[config.mk]
export PLATFORM = sky130hd
export DESIGN_NAME = pci_arbiter
export DESIGN_NICKNAME = d
export VERILOG_FILES = /design/src/rtl/pci_pkg.sv /design/src/rtl/rr_picker.sv /design/src/rtl/pci_arbiter.sv
export SDC_FILE = /design/constraint.sdc
export NUM_CORES = 1
export LEC_CHECK = 0
export ABC_AREA = 1
export BUFFER_PORTS_ARGS = -buffer_cell sky130_fd_sc_hd__buf_2
export CORE_MARGIN = 1.5
export CORE_UTILIZATION = 25
export DETAILED_ROUTE_END_ITERATION = 6
export PLACE_DENSITY = 0.41
export RECOVER_POWER = 100
export SLEW_MARGIN = 40
export SYNTH_ARGS = -nofsm -noshare
export SYNTH_HDL_FRONTEND = slang
export SYNTH_SLANG_ARGS = --single-unit
[constraint.sdc]
create_clock -name clk -period 4 [get_ports clk]
set_clock_uncertainty 0.1 [all_clocks]
set_input_delay 0.4 -clock clk [delete_from_list [all_inputs] [get_ports clk]]
set_output_delay 0.4 -clock clk [all_outputs]
set_load 0.02 [all_outputs]
[src/rtl/pci_pkg.sv]
// Shared PCI definitions: arbiter state encoding, default timing constants
// and the active-low signal levels used by the arbiter and the devices.
package pci_pkg;

    typedef enum logic [1:0] {
        IDLE  = 2'd0,
        GRANT = 2'd1,
        BUSY  = 2'd2,
        GAP   = 2'd3
    } arb_state_t;

    localparam int DEF_TIMEOUT    = 16;
    localparam int DEF_MAX_TENURE = 32;

    localparam logic ASSERTED_N   = 1'b0;
    localparam logic DEASSERTED_N = 1'b1;

endpackage

[src/rtl/rr_picker.sv]
// Combinational round-robin search: first active-high request found
// scanning last+1, last+2, ... modulo N.
module rr_picker #(
    parameter  int N  = 4,
    localparam int IW = (N > 1) ? $clog2(N) : 1
) (
    input  logic [N-1:0]  req,
    input  logic [IW-1:0] last,
    output logic [IW-1:0] winner,
    output logic          valid
);

    logic [IW-1:0] idx;

    // Scan from the farthest offset down so the nearest requester is written last.
    always_comb begin
        winner = '0;
        valid  = 1'b0;
        idx    = '0;
        for (int i = N; i >= 1; i--) begin
            idx = IW'((int'(last) + i) % N);
            if (req[idx]) begin
                winner = idx;
                valid  = 1'b1;
            end
        end
    end

endmodule

[src/rtl/pci_arbiter.sv]
// Central PCI bus arbiter: round-robin grant, one-cycle turnaround,
// grant-to-Frame timeout and optional tenure preemption.
module pci_arbiter
    import pci_pkg::*;
#(
    parameter  int NUM_DEV    = 4,
    parameter  int TIMEOUT    = DEF_TIMEOUT,
    parameter  int MAX_TENURE = DEF_MAX_TENURE,
    localparam int OW         = (NUM_DEV > 1) ? $clog2(NUM_DEV) : 1
) (
    input  logic               clk,
    input  logic               rst,
    input  logic [NUM_DEV-1:0] req_n,
    input  logic               Frame,
    input  logic               IRDY,
    output logic [NUM_DEV-1:0] gnt_n,
    output logic [OW-1:0]      owner,
    output logic               owner_valid
);

    localparam int TW = $clog2(TIMEOUT + 1);
    localparam int NW = $clog2(MAX_TENURE + 2);

    arb_state_t         state, state_nx;
    logic [NUM_DEV-1:0] req_q;
    logic [OW-1:0]      last;
    logic [OW-1:0]      win;
    logic               win_vld;
    logic [TW-1:0]      tmo_cnt;
    logic [NW-1:0]      ten_cnt, ten_nx;
    logic               preempt;
    logic               frame_act, irdy_act, bus_idle;
    logic               own_req, other_req, tmo_hit, preempt_hit;

    // Only a clean 0 asserts the shared lines; a floating or unknown bus reads as idle.
    assign frame_act = (Frame === ASSERTED_N);
    assign irdy_act  = (IRDY === ASSERTED_N);
    assign bus_idle  = !frame_act && !irdy_act;

    assign own_req     = (req_q[owner] == ASSERTED_N);
    assign other_req   = |(~req_q & ~(NUM_DEV'(1) << owner));
    assign tmo_hit     = (int'(tmo_cnt) + 1 >= TIMEOUT);
    assign ten_nx      = (ten_cnt == '1) ? ten_cnt : ten_cnt + 1'b1;
    assign preempt_hit = (MAX_TENURE != 0) && (int'(ten_nx) >= MAX_TENURE) && other_req;

    rr_picker #(.N(NUM_DEV)) u_picker (
        .req    (~req_q),
        .last   (last),
        .winner (win),
        .valid  (win_vld)
    );

    always_ff @(posedge clk or posedge rst) begin
        if (rst) begin
            state   <= IDLE;
            req_q   <= '1;
            owner   <= '0;
            last    <= OW'(NUM_DEV - 1);
            tmo_cnt <= '0;
            ten_cnt <= '0;
            preempt <= 1'b0;
        end else begin
            state <= state_nx;
            req_q <= req_n;
            case (state)
                IDLE: begin
                    if (state_nx == GRANT) begin
                        owner   <= win;
                        tmo_cnt <= '0;
                    end
                end
                GRANT: begin
                    tmo_cnt <= tmo_cnt + 1'b1;
                    ten_cnt <= '0;
                    preempt <= 1'b0;
                    if (state_nx == GAP) last <= owner;
                end
                BUSY: begin
                    ten_cnt <= ten_nx;
                    if (preempt_hit) preempt <= 1'b1;
                    if (state_nx == GAP) begin
                        last    <= owner;
                        preempt <= 1'b0;
                    end
                end
                default: ;
            endcase
        end
    end

    // Frame takes precedence over both release conditions in GRANT.
    always_comb begin
        state_nx = state;
        case (state)
            IDLE:    if (win_vld && bus_idle) state_nx = GRANT;
            GRANT: begin
                if (frame_act)                state_nx = BUSY;
                else if (!own_req || tmo_hit) state_nx = GAP;
            end
            BUSY:    if (bus_idle) state_nx = GAP;
            GAP:     state_nx = IDLE;
            default: state_nx = IDLE;
        endcase
    end

    always_comb begin
        gnt_n       = '1;
        owner_valid = 1'b0;
        case (state)
            GRANT: begin
                gnt_n[owner] = ASSERTED_N;
                owner_valid  = 1'b1;
            end
            BUSY: begin
                if (!preempt) gnt_n[owner] = ASSERTED_N;
                owner_valid = 1'b1;
            end
            default: ;
        endcase
    end

endmodule

; After elaboration in Yosys (flattened, before gate mapping)
; Index checks and enable logic that the tools add are counted.
[totals]
register_bits = 22
out_inout_bits = 7
word_cells = 88
[classes]
addsub = 7
n_lt_le_gt_ge = 8
eq_ne = 10
shifts = 1
muxes = 35
n_bitwise = 4
reduce_logical = 16
[ops]
columns = cell, count
row1 = 2-to-1 mux 2 bit, 8
row2 = "less-than comparator 2 x 3 -> 1 bit, second input constant", 5
row3 = 2-to-1 mux 1 bit, 13
row4 = inverter 4 bit, 3
row5 = case mux 6 bit (2 select lines), 1
row6 = binary-select mux 1 bit (select 2 bit), 5
row7 = case mux 5 bit (2 select lines), 1
row8 = case mux 2 bit (4 select lines), 1
row9 = case mux 4 bit (2 select lines), 1
row10 = AND reduction 2 bit, 4
row11 = "adder 5 x 1 -> 6 bit, second input constant", 1
row12 = "adder 6 x 1 -> 6 bit, second input constant", 1
row13 = "== test 2 bit, second input constant", 3
row14 = "== test 6 bit, second input constant", 1
row15 = "greater-or-equal comparator 6 x 5 -> 1 bit, second input constant", 1
row16 = "greater-or-equal comparator 6 bit, second input constant", 1
row17 = 2-to-1 mux 6 bit, 1
row18 = "adder 5 x 1 -> 5 bit, second input constant", 1
row19 = 2-to-1 mux 5 bit, 1
row20 = "adder 2 x 1 -> 2 bit, second input constant", 2
row21 = "adder 2 bit, second input constant", 2
row22 = AND 4 bit, 1
row23 = "== test 2 x 1 -> 1 bit, second input constant", 2
row24 = logical AND 1 bit, 4
row25 = other kinds (14), 17

; Depth between registers and ports, before layout
[depth]
word_depth = 13
ltp_mapped = 15

; Cells and area by module
; A second synthesis with hierarchy kept.
[hier_totals]
cells_unflattened = 220
area_unflattened_um2 = 1592.8
[by_module_without_submodules]
columns = module, n_inst, cells_per_inst, area_each_um2
row1 = pci_arbiter, 1, 171, 1366.3
row2 = rr_picker, 1, 49, 226.5

; Least setup slack after synthesis
; Ideal clock, no wire load.
[synth_timing]
path_type = reg-to-output
start = register state[0]
end = output gnt_n[0]
t_arrival_ns = 1.583
required_ns = 3.500
path_slack_ns = 1.917
stages_incl_launch_ff = 7
cell_sequence = dfrtp_1 -> inv_1 -> ha_1 -> buf_2 -> inv_1 -> a21oi_1 -> o21ai_0
[synth_between]
elab_chain_cells = 2
word_cells_on_any_way = 3
[synth_lines]
columns = element, line
row1 = from (decl), pci_arbiter.sv:24  ; arb_state_t state, state_nx;
row2 = from (signal assigned), pci_arbiter.sv:63  ; state <= state_nx;
row3 = == test 2 bit / == test 2 x 1 -> 1 bit (equally long branches), pci_arbiter.sv:109  ; case (state)
row4 = case mux 4 bit (2 select lines) (*), pci_arbiter.sv:109
row5 = to (decl), pci_arbiter.sv:16  ; output logic [NUM_DEV-1:0] gnt_n,
; Mark *: on every way between the ends. The rest lies on a longest branch, timed or not.

; Final worst setup path
[layout_timing]
start = register state[0]
end = output gnt_n[3]
; Same word-level chain as after synthesis.

==> results.cfg <==
[run_status]
outcome = complete, no violations

[floorplanning]
dieArea_mm2 = 0.00653
fp-row-count = 28
die_x_um = 80.8
core-area_mm2 = 0.00589
io_pins = 15
chipHeight_um = 80.8
start_util_pct = 25.7

[finish]
drive_above_1_share_pct = 12.8
multi_input_area_um2 = 793
regArea_um2 = 558
final_nets = 249
n_fill_cell = 659
design_area_mm2 = 0.00169
finish.utilization_pct = 28.8
insertedDiodeCount = 0
fin_cells = 309
synthToLayoutAreaGrowth_pct = 12.0

[critical_path]
crit_required_ps = 3500
worstPathMaxFanout = 9
r2r_start = last[0]
r2r_end = tmo_cnt[0]
start_kind = flip-flop
crit_path_start = state[0]
rrSetupSlack_ps = 1600
end_kind = primary output
ff2ff_path_depth = 14
arrival_ps = 1950
worstSetupPathType = flip-flop to primary output
crit_end = gnt_n[3]

[sta]
drv_slew = 0
min_period_ps = 2450
relSlewSlack_pct = 37.6
setup_viol = 0
rsz0062_at_grt = false
setup_tns_ps = 0
finalHoldViolations = 0
worst_slew_pin_slew_ps = 934
fmaxAchievable_mhz = 408
post-route-period-util_pct = 61.3

[cts]
clock-sinks = 22
cts_made_buffers = 3
root_buffer = clkbuf_8
cts_buffer_depth = 2
cts_tree = done
cts_hold_buf = 0
cts_resized = 0
postCtsSetupBuffers = 0
clock_latency_ps = 270
clk_pin_slew_ps = 90
htreeDepth = 1

[logic_synthesis]
synth_warnings = 0
synthFlopType = dfrtp_1
synth_edf_count = 0
async_reset_ff_share_pct = 100
syn-mean-instance-area_um2 = 6.91
ys_seq_elements = 22
synth_cell_types = 29
synth_nets = 233
synthesis.area_mm2 = 0.00151
yosysSeqAreaShare_pct = 36.9
synthCells = 219

[placement]
hpwl_mm = 2.62
placed_cells_incl_taps = 305
dpl_cell_area_mm2 = 0.00166
gp_congestion = 0.769
port_buffers = 14

[grt]
gr-usage-all-layers_pct = 11.4
grt-ovfl-total = 0
grt_pass1_vias = 1197
antenna_found_initial = 0
grt_pass1_wl_mm = 5.69
grt_max_degree = 23

[flow_run]
max_cap_violations = 0

[route]
wl_per_cell_um = 10.9
drcViolationCount = 0
drtIter0Drc = 49
vias = 1341
drt_first_pass_iters = 4
ant_nets = 0
wl_mm = 3.38
viasPerCell = 4.34

[pwr]
vdd_drop_max_mv = 0.257
power.leakage_nw = 0.871
p_per_area_mw_per_mm2 = 761

[min_path]
hold_path_class = input port to flip-flop
## synth_stat cells, types with 3 or more instances
cell     number  area share [%]
a21oi_1       6             2.0
inv_2         5             1.2
ha_1          6             5.0
nand3_1      18             6.0
inv_1        26             6.5
nor2_1       23             5.7
dfrtp_1      16              26
nor3_1        5             1.7
nand2_1      63              16
dfstp_2       6              10
o21ai_0      10             3.3
nand2_2      12             5.0
nand4_1       3             1.2
## how the worst min path moves through the flow
stage / startpoint / to / slack [ps] / cells past startpoint
floorplan: rst / owner[0] / 280 / 1
global placement: last[1] / last[1] / 400 / 2
finish: req_n[3] / req_q[3] / 120 / 1
detailed placement: rst / tmo_cnt[2] / 380 / 2
global route: req_n[3] / req_q[3] / 90 / 1
CTS: rst / ten_cnt[3] / 80 / 2
## power breakdown
part	internal [mW]	switching (mW)	total (mW)
combinational	0.223	0.508	0.731
sequential	0.280	0.0658	0.346
clock	0.134	0.0782	0.212
## per-stage QoR
step                hold slack, ps  setup slack (ps)  power, mW
finish                         121              1550       1.29
global route                  94.4              1270       1.43
CTS                           76.0              1530       1.36
detailed placement             375              1840       1.14
global placement               398              1920       1.15
floorplan                      285              1920      0.954
## final cells by class
cell class	count	area share [%]
clock buffer	3	2.44
clock inverter	1	1.77
inverter	31	6.87
multi-input combinational	163	46.8
sequential	22	32.9
tap	75	5.54
timing repair buffer	14	3.62
## cells in the final DEF, fill, tap and decap left out
master     instances
buf_2              7
nand4_1            3
xnor2_1            1
clkbuf_1           7
xor2_1             2
o21ai_0           11
a21oi_1            6
nand3_1           18
a31oi_1            1
o221ai_1           1
nor3_1             5
dfstp_1            1
o21ai_1            1
bufinv_16          1
nand2_1           70
or2_2              1
nand2_2            6
dfrtp_1           16
o22ai_1            1
dfstp_2            5
nor2_1            24
clkbuf_8           3
ha_1               6
inv_2              4
o21a_1             2
a211oi_1           1
o21ai_2            2
nand3_2            1
inv_1             27
## registers in the layout, indices dropped and copies added, names as in the netlist
name     flops
tmo_cnt      5
state        2
last         2
req_q        4
owner        2
preempt      1
ten_cnt      6
## critical path: stages (launching register included)
cell	delay, ps
dfrtp_1	380
inv_1	110
ha_1	470
inv_1	170
a21oi_1	240
o21ai_0	130
clkbuf_1	190
## per-layer routing
metal | vias to the layer above | global-route usage (%) | routed length, um
met2 | 16 | 17.6 | 1490
met5 | - | 0 | 0
met4 | 0 | 3.62 | 38
met1 | 594 | 16.2 | 1740
met3 | 4 | 1.80 | 106
li1 | 727 | - | -
## kinds of logic (layout without fill, tap and decap cells)
group | count (synthesis) | count (layout) | share of synthesized area, %
buffers and inverters | 34 | 49 | 9.02
flip-flops | 22 | 22 | 36.9
XOR/XNOR | 3 | 3 | 1.74
adder cells (fa/ha/maj) | 6 | 6 | 4.96
AND/OR/NAND/NOR | 128 | 128 | 37.4
AO/OA/AOI/OAI | 26 | 26 | 10.0
(Power assumes the default switching activity.)
